==> config.mk <==
export PLATFORM = sky130hd
export DESIGN_NAME = audio_clip_sched
export DESIGN_NICKNAME = d
export VERILOG_FILES = /design/src/rtl/audio_pkg.sv /design/src/rtl/audio_clip_sched_prio_arb.sv /design/src/rtl/audio_clip_sched.sv
export SDC_FILE = /design/constraint.sdc
export NUM_CORES = 1
export LEC_CHECK = 0
export BUFFER_PORTS_ARGS = -buffer_cell sky130_fd_sc_hd__buf_2
export CAP_MARGIN = 40
export CORE_AREA = 2 2 129 81
export DETAILED_ROUTE_END_ITERATION = 16
export DIE_AREA = 0 0 131 83
export GPL_TIMING_DRIVEN = 0
export MAX_ROUTING_LAYER = met4
export PLACE_DENSITY = 0.8
export SLEW_MARGIN = 20
export SYNTH_ARGS = -nofsm -noshare
export SYNTH_HDL_FRONTEND = slang
export SYNTH_SLANG_ARGS = --single-unit
export TNS_END_PERCENT = 50
==> constraint.sdc <==
create_clock -name CLOCK_50 -period 4.9 [get_ports CLOCK_50]
set_input_delay 0.98 -clock CLOCK_50 [delete_from_list [all_inputs] [get_ports CLOCK_50]]
set_output_delay 0.98 -clock CLOCK_50 [all_outputs]
set_load 0.005 [all_outputs]
==> src/rtl/audio_pkg.sv <==
// rtl/audio_pkg.sv - shared state type and defaults for the audio clip scheduler
package audio_pkg;

  typedef enum logic [1:0] {
    ST_IDLE,
    ST_FETCH,
    ST_WAIT_OUT,
    ST_WAIT_TICK
  } clip_state_t;

  localparam int DIV_DEFAULT   = 10000;
  localparam int SHIFT_DEFAULT = 14;
  localparam int ID_W          = 2;

endpackage

==> src/rtl/audio_clip_sched_prio_arb.sv <==
// rtl/audio_clip_sched_prio_arb.sv - fixed-priority encoder, lowest index wins
module prio_arb
  import audio_pkg::*;
#(
  parameter int N_REQ = 4
) (
  input  logic [N_REQ-1:0] req,
  output logic             grant_valid,
  output logic [ID_W-1:0]  grant_id
);

  always_comb begin
    grant_valid = |req;
    grant_id    = '0;
    for (int i = N_REQ - 1; i >= 0; i--) begin
      if (req[i]) grant_id = ID_W'(i);
    end
  end

endmodule

==> src/rtl/audio_clip_sched.sv <==
// rtl/audio_clip_sched.sv - request-driven clip player sharing one sample ROM and audio FIFO
module audio_clip_sched
  import audio_pkg::*;
#(
  parameter int N_REQ    = 4,
  parameter int ADDR_W   = 16,
  parameter int SAMPLE_W = 19,
  parameter int DIV      = DIV_DEFAULT,
  parameter int ROM_LAT  = 2,
  parameter int SHIFT    = SHIFT_DEFAULT
) (
  input  logic                    CLOCK_50,
  input  logic                    resetn,
  input  logic [N_REQ-1:0]        req,
  input  logic                    stop,
  input  logic [N_REQ*ADDR_W-1:0] clip_start,
  input  logic [N_REQ*ADDR_W-1:0] clip_end,
  output logic [ADDR_W-1:0]       rom_addr,
  input  logic [SAMPLE_W-1:0]     rom_q,
  input  logic                    audio_out_allowed,
  output logic                    write_audio_out,
  output logic [31:0]             audio_out_data,
  output logic                    busy,
  output logic [ID_W-1:0]         active_id,
  output logic                    done,
  output logic [7:0]              drop_cnt
);

  localparam int TICK_W = $clog2(DIV);
  localparam int LAT_W  = (ROM_LAT > 1) ? $clog2(ROM_LAT) : 1;

  clip_state_t         state, state_n;
  logic [N_REQ-1:0]    pending;
  logic [TICK_W-1:0]   tick_cnt;
  logic [LAT_W-1:0]    lat_cnt;
  logic [SAMPLE_W-1:0] sample_r;

  logic [ADDR_W-1:0] start_a [N_REQ];
  logic [ADDR_W-1:0] end_a   [N_REQ];

  logic             grant_valid;
  logic [ID_W-1:0]  grant_id;
  logic             grant_en;
  logic [N_REQ-1:0] grant_mask;
  logic             tick_last;
  logic             lat_last;
  logic             last_addr;

  for (genvar i = 0; i < N_REQ; i++) begin : g_unpack
    assign start_a[i] = clip_start[i*ADDR_W +: ADDR_W];
    assign end_a[i]   = clip_end[i*ADDR_W +: ADDR_W];
  end

  prio_arb #(.N_REQ(N_REQ)) u_arb (
    .req        (pending),
    .grant_valid(grant_valid),
    .grant_id   (grant_id)
  );

  assign grant_en   = (state == ST_IDLE) && grant_valid && !stop;
  assign grant_mask = grant_en ? (N_REQ'(1) << grant_id) : '0;
  assign tick_last  = (tick_cnt == TICK_W'(DIV - 1));
  assign lat_last   = (lat_cnt == LAT_W'(ROM_LAT - 1));
  // start > end also terminates after the first sample
  assign last_addr  = (rom_addr >= end_a[active_id]);

  assign busy           = (state != ST_IDLE);
  assign audio_out_data = 32'(sample_r) << SHIFT;

  always_comb begin
    state_n         = state;
    write_audio_out = 1'b0;
    done            = 1'b0;
    if (stop) begin
      state_n = ST_IDLE;
    end else begin
      case (state)
        ST_IDLE:      if (grant_valid) state_n = ST_FETCH;
        ST_FETCH:     if (lat_last) state_n = ST_WAIT_OUT;
        ST_WAIT_OUT: begin
          if (audio_out_allowed) begin
            write_audio_out = 1'b1;
            if (last_addr) begin
              done    = 1'b1;
              state_n = ST_IDLE;
            end else begin
              state_n = ST_WAIT_TICK;
            end
          end
        end
        ST_WAIT_TICK: if (tick_last) state_n = ST_FETCH;
        default:      state_n = ST_IDLE;
      endcase
    end
  end

  always_ff @(posedge CLOCK_50) begin
    if (!resetn) begin
      state     <= ST_IDLE;
      pending   <= '0;
      rom_addr  <= '0;
      active_id <= '0;
      tick_cnt  <= '0;
      lat_cnt   <= '0;
      sample_r  <= '0;
      drop_cnt  <= '0;
    end else begin
      state <= state_n;

      // a req coincident with stop is dropped along with the queue
      if (stop) pending <= '0;
      else      pending <= (pending & ~grant_mask) | req;

      if (grant_en) begin
        rom_addr  <= start_a[grant_id];
        active_id <= grant_id;
        tick_cnt  <= '0;
      end else begin
        if (state != ST_IDLE) tick_cnt <= tick_last ? '0 : tick_cnt + 1'b1;
        if (write_audio_out && !done) rom_addr <= rom_addr + 1'b1;
      end

      if (state == ST_FETCH && !lat_last) lat_cnt <= lat_cnt + 1'b1;
      else                                lat_cnt <= '0;

      if (state == ST_FETCH && lat_last && !stop) sample_r <= rom_q;

      // a tick landing while still fetching or blocked on the FIFO is a missed slot
      if ((state == ST_FETCH || state == ST_WAIT_OUT) && tick_last && drop_cnt != 8'hFF)
        drop_cnt <= drop_cnt + 8'd1;
    end
  end

endmodule

==> results of run 1 <==
[cell type report]
type | count | area [um^2]
clock buffers | 10 | 229
repair buffers | 201 | 1010
clock inverters | 6 | 51.3
multi-input cells | 409 | 2820
flip-flops and latches | 65 | 1300
plain buffers | 45 | 231
inverters | 30 | 113
well taps | 135 | 169
fillers | 854 | 3710
[Yosys cell counts, drive strengths merged (4+ instances only)]
master   n
clkbuf  19
o22ai    6
o31a     4
a22oi   12
a21oi   52
nor2    35
or3      6
or4      4
a22o     4
dfxtp   65
or2      4
a211oi   4
nand3   22
nor2b    7
mux2i    6
a31oi    5
buf     26
o31ai    5
a221o    4
nand2   67
ha      23
nand4   11
xnor2    4
nor3     8
a32o     4
and3     8
a221oi   7
o21ai   18
xor2    12
inv     30
mux4    16
[sequential cells by signal, indices dropped and copies added, names as in the netlist]
signal,flops
drop_cnt,8
rom_addr,16
state,2
lat_cnt,1
sample_r,18
pending,4
tick_cnt,14
active_id,2
[through the flow]
| step | hold WS, ps | instance area (um^2) | std cells | setup slack, ps | power (mW) |
|---|---|---|---|---|---|
| 2_1_floorplan | 435 | 4460 | 549 | 1020 | 0.759 |
| 3_3_place_gp | 439 | 5630 | 883 | 531 | 0.888 |
| 3_5_place_dp | 445 | 5630 | 884 | 443 | 0.901 |
| 4_1_cts | 459 | 5910 | 900 | 85.3 | 1.50 |
| 5_1_grt | 481 | 5930 | 901 | 193 | 1.57 |
| 6_report | 454 | 5930 | 901 | 227 | 1.51 |
[layer usage]
metal  vias to the layer above  share of wire (%)  wire [um]
li1                       2403                  -          -
met1                      2370                 43       7000
met2                       353                 43       6930
met3                        34                 13       2100
met4                         0                1.5        252
met5                         -                  0          0
[cell families (layout without fill, tap and decap cells)]
| logic type | count (synthesis) | in the layout |
|---|---|---|
| simple gates | 189 | 189 |
| other cells | 1 | 14 |
| flops | 65 | 65 |
| xor+xnor | 16 | 16 |
| fa+ha+maj | 23 | 23 |
| compound gates | 145 | 145 |
| mux | 22 | 22 |
| buf+inv | 75 | 292 |
[worst min-delay path: cells and delay by family (launching register included)]
| kind | cells | cell delay [ps] |
|---|---|---|
| AND/OR/NAND/NOR | 1 | 50 |
| AO/OA/AOI/OAI | 1 | 50 |
| flip-flops | 1 | 310 |
[worst max path at each step]
stage	from	endpoint	slack, ps	cells after the start
3_3_place_gp	active_id[0]	done	530	10
6_report	active_id[1]	done	230	11
4_1_cts	active_id[0]	done	90	10
5_1_grt	active_id[0]	done	190	12
2_1_floorplan	active_id[0]	done	1020	9
3_5_place_dp	active_id[0]	done	440	11
[power by group through the flow]
stage	sequential (mW)	clock (mW)	combinational, mW
3_3_place_gp	0.588	0	0.300
2_1_floorplan	0.581	0	0.178
4_1_cts	0.578	0.613	0.314
3_5_place_dp	0.589	0	0.311
5_1_grt	0.582	0.641	0.349
6_report	0.580	0.602	0.323
==> results by group, run 1 <==
Clocking
  – Longest Clk Path Bufs: 2
  – # clock sinks: 65
  – Clk slew on worst S/H paths: 60 ps
  – Cts repair resizes: 0
  – Post-CTS setup repair buffer count: 0
  – Root Driver: clkbuf_16
  – Hold_buf cts: 0
  – H-tree levels: 3
  – CTS buffer count: 9
  – CTS tree: built
  – Clk_lat worst skew: 340 ps

Power
  – Clock share of power: 40.0%
  – Net Sw Frac: 30.4%
  – Comb pwr share: 21.5%
  – PD cells: 254 nW/um^2
  – Worst VDD drop: 0.000190 V
  – Leak: 2.67 nW
  – Int Pwr: 1.05 mW
  – Sw power: 0.458 mW
  – Seq pwr share: 38.5%

Yosys
  – Sequential share of the synthesized area: between 20 and 30%
  – Count of cell types in the netlist: 62
  – Adder-Cell Fraction of Synth Area: 6.52%
  – Mapped Cells: between 500 and 600
  – Ys Warns: 0
  – Avg Cell Area, Syn: a little over 8 um^2
  – Largest family of logic cells by synthesized area: compound AO/OA/AOI/OAI gates
  – EDFF count, synth: 0
  – Ys async rst share: 0%
  – Post-Syn Area: 4420 um^2
  – Post-synthesis register bit count: between 60 and 70
  – Synth Area in XOR/XNOR: 3.17%
  – Post-Synth Simple-Gate Area: 21.4%
  – Synth top area share: 29.5%
  – Synth Area in Compound Gates: between 20% and 30%
  – Post-synthesis mux area share: 9.52%
  – Post-synth top area cell: dfxtp_1
  – Area contributors post-synth: dfxtp_1, mux4_2, ha_1
  – Primary FF master, synth: dfxtp_1

Die
  – Site Rows: 28
  – I/O Pins: 216
  – Die Width: about 130 um
  – Initial Util: 45.8%
  – Die height: between 80 and 90 um
  – Total Die Area: 10900 um^2
  – Core ar.: 9630 um^2

Finish
  – Most common cell after layout, fill and taps aside: buf_2
  – Most frequent cells in the layout: buf_2, nand2_1, dfxtp_1
  – Share of layout cells above drive strength 1: around 35%
  – Layout area overhead: 34.2%
  – Nets: 939
  – Diode count: 0
  – Final Util: 61.5%

Critical path
  – Top delay family on crit path: simple AND/OR/NAND/NOR gates
  – Crit path buffers/inverters: 4
  – Crit-path slowest cell: clkbuf_1
  – RR Startpoint: active_id[1]
  – CP cell instances: clkbuf_1 -> clkbuf_1 -> mux4_2 -> inv_1 -> ha_1 -> nand4_1 -> nor3_1 -> nor4_2 -> and2_1 -> nor2b_1 -> buf_2
  – CP peak stage delay: 540 ps
  – Required time worst endpoint: 3920 ps
  – Crit path top cell by count: clkbuf_1
  – Crit Path Class: reg -> out
  – Reg2Reg Depth: 13
  – CP Max Fanout: 10
  – Setup crit start kind: flop
  – FF-to-FF setup slack: 660 ps
  – CP Data Arrival Time: 3690 ps
  – Endpoint class of the critical path: output pin
  – R2r endpoint: rom_addr[15]

Min path
  – Hold Crit Depth: 2
  – Hold_sp: sample_r[14]
  – Worst Hold Endpoint: sample_r[14]
  – Min-Delay Path Class: reg -> reg

GRT
  – Largest net degree at the start of global routing: 14
  – All-Layer GR Usage: 31.0%
  – Busiest layer in global routing: met2
  – Vias in the first global route: 4981
  – Met3 Use GR: 9.34%
  – First-pass GRT wire length: 25.5 mm
  – M2 GR Usage: roughly 44%
  – Initial antenna violation count: 0
  – Met1 usage: 43.1%
  – GRT overflow: 0

STA
  – Slew @ Worst Pin: 683 ps
  – Period utilisation layout: 95.4%
  – Max-slew headroom: ~54%
  – Max Fclk: 0.214 GHz
  – Setup Viol. Count Final: 0
  – Hold Vio Cnt, Final: 0
  – RSZ-0062 raised after global routing: no
  – Max Clock Skew: roughly 8 ps
  – Max Transition Viols Final: 0
  – Sum of negative setup slack: 0 ps
  – Final period demand of the worst path: 4670 ps

Placement
  – GPL Wtd Cong: 0.993
  – Detail Placement HPWL: 13.0 mm
  – IO Port Bufs: 199

Routing
  – Vias: 5160
  – Initial DRC Count: 613
  – Routed wire per std cell: around 18 um
  – Routed Antenna Nets: 0
  – Vias/cell: 5.73
  – First drt pass iteration count: 5
  – Wirelength, routed: 16.3 mm
  – DRC Markers: 0

Run status
  – Status: completed

Job
  – Max_cap viols: 0
No activity file was read; power rests on OpenSTA's default activity.
==> run 2, diff against run 1 <==
--- a/config.mk
+++ b/config.mk
@@ -5,14 +5,14 @@
 export SDC_FILE = /design/constraint.sdc
 export NUM_CORES = 1
 export LEC_CHECK = 0
-export BUFFER_PORTS_ARGS = -buffer_cell sky130_fd_sc_hd__buf_2
 export CAP_MARGIN = 40
-export CORE_AREA = 2 2 129 81
+export CORE_AREA = 2 2 114 72
 export DETAILED_ROUTE_END_ITERATION = 16
-export DIE_AREA = 0 0 131 83
+export DIE_AREA = 0 0 116 74
+export DONT_BUFFER_PORTS = 1
 export GPL_TIMING_DRIVEN = 0
 export MAX_ROUTING_LAYER = met4
-export PLACE_DENSITY = 0.8
+export PLACE_DENSITY = 0.74
 export SLEW_MARGIN = 20
 export SYNTH_ARGS = -nofsm -noshare
 export SYNTH_HDL_FRONTEND = slang
==> run 2 against run 1 <==
  * Critical path depth fell by 2
  * Critical endpoint unchanged
  * Global-route usage rose by 3.5 points
  * Sequential share of layout area rose by 4.5 points
  * Wire length fell by 13%
  * Clock skew fell by 2.5 ps
  * Clock power rose by 9.0%
  * Largest power group unchanged
  * Utilization rose by 3.4 points
  * Via count fell by 15%
  * Sequential power rose by 0.7%
  * Die area fell by 21%
  * Highest routed layer unchanged
  * Flip-flop and latch count did not move
  * Design area fell by 17%
==> results by group, run 2 (synthesized netlist as in run 1, its figures left out) <==
STA
  – Max Fclk: roughly 0.22 GHz
  – Final period demand of the worst path: 4550 ps
  – Hold Vio Cnt, Final: 0
  – Max-slew headroom: 49.3%
  – RSZ-0062 raised after global routing: no
  – Max Clock Skew: 5.24 ps
  – Final WS setup: between 300 and 400 ps
  – Setup Viol. Count Final: 0
  – Period utilisation layout: between 90 and 100%
  – Sum of negative setup slack: 0 ps
  – Max Transition Viols Final: 0
  – Slew @ Worst Pin: 761 ps

Clocking
  – H-tree levels: 3
  – CTS tree: built
  – # clock sinks: 65
  – Clk_lat worst skew: 340 ps
  – CTS buffer count: 9
  – Clk slew on worst S/H paths: 50 ps
  – Post-CTS setup repair buffer count: 0
  – Hold_buf cts: 0
  – Longest Clk Path Bufs: 2
  – Root Driver: clkbuf_16

Run status
  – Status: completed

Critical path
  – Endpoint class of the critical path: output pin
  – FF-to-FF setup slack: 780 ps
  – CP cell instances: clkbuf_1 -> clkbuf_1 -> mux4_2 -> ha_1 -> nand2b_1 -> a2111o_1 -> a31oi_1 -> and2_1 -> nor2b_1
  – Crit path buffers/inverters: 2
  – CP Data Arrival Time: 3570 ps
  – Top delay family on crit path: buffers and inverters
  – CP Max Fanout: 10
  – Crit Path Class: reg -> out
  – CP peak stage delay: 550 ps
  – Crit path top cell by count: clkbuf_1
  – Setup crit start kind: flop
  – Required time worst endpoint: 3920 ps
  – Crit-path slowest cell: clkbuf_1

GRT
  – Vias in the first global route: 4066
  – First-pass GRT wire length: 21.3 mm
  – Initial antenna violation count: 0
  – GRT overflow: 0
  – Largest net degree at the start of global routing: 12
  – All-Layer GR Usage: between 30% and 40%

Routing
  – Wirelength, routed: about 14 mm
  – First drt pass iteration count: 5
  – Vias/cell: 6.47
  – Routed wire per std cell: 20.9 um
  – DRC Markers: 0
  – Initial DRC Count: 436
  – Vias: ~4.4k
  – Routed Antenna Nets: 0

Power
  – Clock share of power: 44.5%
  – Net Sw Frac: 27.6%
  – PD cells: ~300 nW/um^2
  – Worst VDD drop: ~0.00021 V
  – Comb pwr share: between 10% and 20%
  – Int Pwr: roughly 1.1 mW
  – Leak: approximately 1.8 nW
  – Seq pwr share: approximately 40%
  – Sw power: ~0.4 mW

Finish
  – Share of layout cells above drive strength 1: 11.5%
  – Biggest regs: sample_r x18, rom_addr x16, tick_cnt x14
  – Most common cell after layout, fill and taps aside: nand2_1
  – Most frequent cells in the layout: nand2_1, dfxtp_1, a21oi_1
  – FILL cells: a little under 700
  – Top reg by flops: sample_r
  – Max FFs per register: 18
  – Layout area overhead: 11.2%
  – Nets: 738

Die
  – Die height: 74 um
  – Core ar.: 7570 um^2
  – Die Width: between 100 and 150 um
  – Initial Util: 58.3%
  – I/O Pins: roughly 220
  – Site Rows: 25
  – Total Die Area: 8580 um^2

Min path
  – Min-Delay Path Class: reg -> reg

Placement
  – Setup WS pre-CTS: 519 ps
  – IO Port Bufs: 0
  – Detail Placement HPWL: ~11 mm
  – GPL Wtd Cong: 1.01

Job
  – Max_cap viols: 0
run 2: through the flow:
stage | total power, mW | hold slack [ps] | cell area (um^2) | std cells | utilization (%)
after global placement | 0.812 | 457 | 4600 | 657 | 60.8
after floorplan | 0.759 | 435 | 4460 | 549 | -
after global routing | 1.53 | 492 | 4910 | 673 | 64.8
after detailed placement | 0.822 | 468 | 4600 | 658 | 60.8
after CTS | 1.48 | 477 | 4910 | 674 | 64.9
final | 1.48 | 482 | 4910 | 674 | 64.9
run 2: path summary, 6_finish.rpt:
kind | from | to | cells after the start
worst max-delay path | active_id[1] | done | 9
worst min-delay path | sample_r[10] | sample_r[10] | 2
worst max register to register | active_id[1] | rom_addr[15] | 12
worst min register to register | sample_r[10] | sample_r[10] | 2
run 2: area by class of cell:
type | count | area (um^2) | area share, %
Timing Repair Buffer | 1 | 5.00 | 0.102
Sequential cell | 65 | 1300 | 26.5
Clock inverter | 4 | 51.3 | 1.04
Buffer | 44 | 228 | 4.64
Tap cell | 108 | 135 | 2.75
Antenna cell | 1 | 2.50 | 0.0510
Inverter | 30 | 113 | 2.29
Clock buffer | 12 | 256 | 5.22
Multi-Input combinational cell | 409 | 2820 | 57.4
run 2: routing by layer:
metal | up-vias | part of all wire (%) | GRT usage [%]
li1 | 1996 | - | -
met1 | 2060 | 41 | 45.7
met4 | 0 | 1.7 | 9.13
met5 | - | 0 | -
met2 | 279 | 44 | 49.7
met3 | 27 | 14 | 13.0
run 2: repair_timing:
item | 4_1_cts | 5_1_grt
gates resized for setup | 0 | 0
hold endpoints to repair | 0 | 0
endpoints found under the setup margin | 0 | 1
run 2: tightest hold or removal path, cell delays in order, from the launching register on:
cell,delay (ps)
dfxtp_1,320
nand2_1,60
a21oi_1,50
run 2: power groups by stage:
| stage | clock network (mW) | logic (mW) | registers (mW) |
|---|---|---|---|
| 2_1_floorplan | 0 | 0.178 | 0.581 |
| 3_3_place_gp | 0 | 0.220 | 0.593 |
| 3_5_place_dp | 0 | 0.228 | 0.593 |
| 4_1_cts | 0.664 | 0.230 | 0.582 |
| 5_1_grt | 0.680 | 0.259 | 0.586 |
| 6_report | 0.656 | 0.235 | 0.584 |
==> run 3, diff against run 2 <==
--- a/config.mk
+++ b/config.mk
@@ -13,6 +13,7 @@
 export GPL_TIMING_DRIVEN = 0
 export MAX_ROUTING_LAYER = met4
 export PLACE_DENSITY = 0.74
+export RECOVER_POWER = 100
 export SLEW_MARGIN = 20
 export SYNTH_ARGS = -nofsm -noshare
 export SYNTH_HDL_FRONTEND = slang
==> run 3 against run 2 <==
  * Global-route usage stayed put
  * Flip-flop and latch count unchanged
  * Total power is 0.19% higher
  * Sequential share of layout area increased by 0.18 points
  * Critical path depth unchanged
  * Fmax decreased by 0.66%
  * Design area down 0.66%
  * Die area unchanged
  * Critical endpoint unchanged
  * Largest cell class unchanged
  * Largest power group unchanged
  * Highest routed layer unchanged
==> results by group, run 3 (synthesized netlist as in run 1, its figures left out) <==
Placement
  – Placed insts: around 660
  – GPL Wtd Cong: 1.01
  – Detail Placement HPWL: 11.2 mm
  – IO Port Bufs: 0
  – Post-DP Area: 4600 um^2

Critical path
  – RR Startpoint: active_id[1]
  – Crit-path slowest cell: clkbuf_1
  – Reg2Reg Depth: 12
  – Critical path origin: active_id[1]
  – Crit path buffers/inverters: 2
  – Required time worst endpoint: 3920 ps
  – Endpoint class of the critical path: output pin
  – Crit path top cell by count: clkbuf_1
  – CP peak stage delay: 550 ps
  – R2r endpoint: rom_addr[5]
  – CP cell instances: clkbuf_1 -> clkbuf_1 -> mux4_2 -> ha_1 -> nand2b_1 -> a2111o_1 -> a31oi_1 -> and2_0 -> nor2b_1
  – Top delay family on crit path: buffers and inverters
  – CP Data Arrival Time: 3600 ps
  – Crit Path Class: reg -> out
  – FF-to-FF setup slack: ~580 ps
  – CP Max Fanout: 10
  – Setup crit start kind: flop

Routing
  – Initial DRC Count: 440
  – Vias: 4367
  – DRC Markers: 0
  – Vias/cell: 6.48
  – Routed Antenna Nets: 0
  – First drt pass iteration count: 5
  – Routed wire per std cell: between 20 and 25 um
  – Wirelength, routed: 14.2 mm

Finish
  – Most common cell after layout, fill and taps aside: nand2_1
  – Biggest regs: sample_r x18, rom_addr x16, tick_cnt x14
  – Final instance area: 4880 um^2
  – Most frequent cells in the layout: nand2_1, dfxtp_1, a21oi_1
  – Layout area overhead: 10.5%
  – Non-filler cells, final: 674
  – Max FFs per register: 18
  – Top reg by flops: sample_r
  – Share of layout cells above drive strength 1: 9.73%
  – Nets: 738
  – FILL cells: approximately 690

Clocking
  – Hold_buf cts: 0
  – Post-CTS setup repair buffer count: 0
  – Cts repair resizes: 0
  – # clock sinks: 65
  – CTS tree: built
  – H-tree levels: 3
  – Clk slew on worst S/H paths: roughly 50 ps
  – CTS buffer count: 9
  – Root Driver: clkbuf_16
  – Clk_lat worst skew: 340 ps
  – Longest Clk Path Bufs: 2

STA
  – Sum of negative setup slack: 0 ps
  – RSZ-0062 raised after global routing: no
  – Final period demand of the worst path: roughly 4600 ps
  – Period utilisation layout: between 90 and 100%
  – Slew @ Worst Pin: about 760 ps
  – Hold Vio Cnt, Final: 0
  – Setup Viol. Count Final: 0
  – Worst hold slack: 482 ps
  – Max Clock Skew: 7.45 ps
  – Max Fclk: 0.218 GHz
  – Max-slew headroom: 49.3%
  – Max Transition Viols Final: 0

Power
  – PD cells: 303 nW/um^2
  – Total power: 1.48 mW
  – Worst VDD drop: about 0.00021 V
  – Leak: 1.79 nW

Die
  – Die Width: 116 um
  – Initial Util: 58.3%
  – Total Die Area: approximately 8600 um^2
  – Core ar.: 7570 um^2
  – Die height: 74 um
  – Site Rows: 25
  – I/O Pins: around 220

Min path
  – Hold_sp: sample_r[10]
  – Worst Hold Endpoint: sample_r[10]
  – Hold Crit Depth: 2
  – Min-Delay Path Class: reg -> reg

Job
  – Max_cap viols: 0

GRT
  – Vias in the first global route: 4066
  – First-pass GRT wire length: ~21 mm
  – Initial antenna violation count: 0
  – GRT overflow: 0
  – All-Layer GR Usage: 34.4%
  – Largest net degree at the start of global routing: 12

Run status
  – Status: completed
run 3: how the worst max path moves through the flow:
stage	endpoint	cells after the start
floorplan	done	9
global placement	done	9
detailed placement	done	9
CTS	done	9
global route	done	9
finish	done	9
run 3: where the power goes:
part           switching [mW]  internal (mW)  total [mW]
Clock                   0.240          0.421       0.661
Combinational           0.136         0.0980       0.234
Sequential             0.0358          0.548       0.584
Total                   0.411           1.07        1.48
run 3: final cells by class:
cell class | count | area (um^2) | share of cell area, %
repair buffers | 1 | 3.75 | 0.0769
clock buffers | 12 | 256 | 5.26
diodes | 1 | 2.50 | 0.0513
plain buffers | 44 | 220 | 4.51
well taps | 108 | 135 | 2.77
flip-flops and latches | 65 | 1300 | 26.7
inverters | 30 | 113 | 2.31
clock inverters | 4 | 51.3 | 1.05
multi-input cells | 409 | 2800 | 57.3
run 3: worst min-delay path: cells and delay by family, from the launching register on:
| kind | cells | cell delay, ps |
|---|---|---|
| AOI/OAI and AO/OA | 1 | 50 |
| DFF | 1 | 320 |
| and+or+nand+nor | 1 | 60 |
run 3: per-stage QoR:
stage          util (%)  worst slack, ps
2_1_floorplan         -             1020
3_3_place_gp       60.8              554
3_5_place_dp       60.8              519
4_1_cts            64.9              134
5_1_grt            64.4              143
6_report           64.4              317
run 3: metal layers:
layer  GRT usage, %  part of all wire, %  vias up  routed length (um)
li1               -                    -     1998                   -
met1           45.7                   42     2063                5890
met2           49.7                   43      272                6110
met3           13.0                   13       34                1890
met4           9.13                  2.0        0                 290
met5              -                    0        -                   0
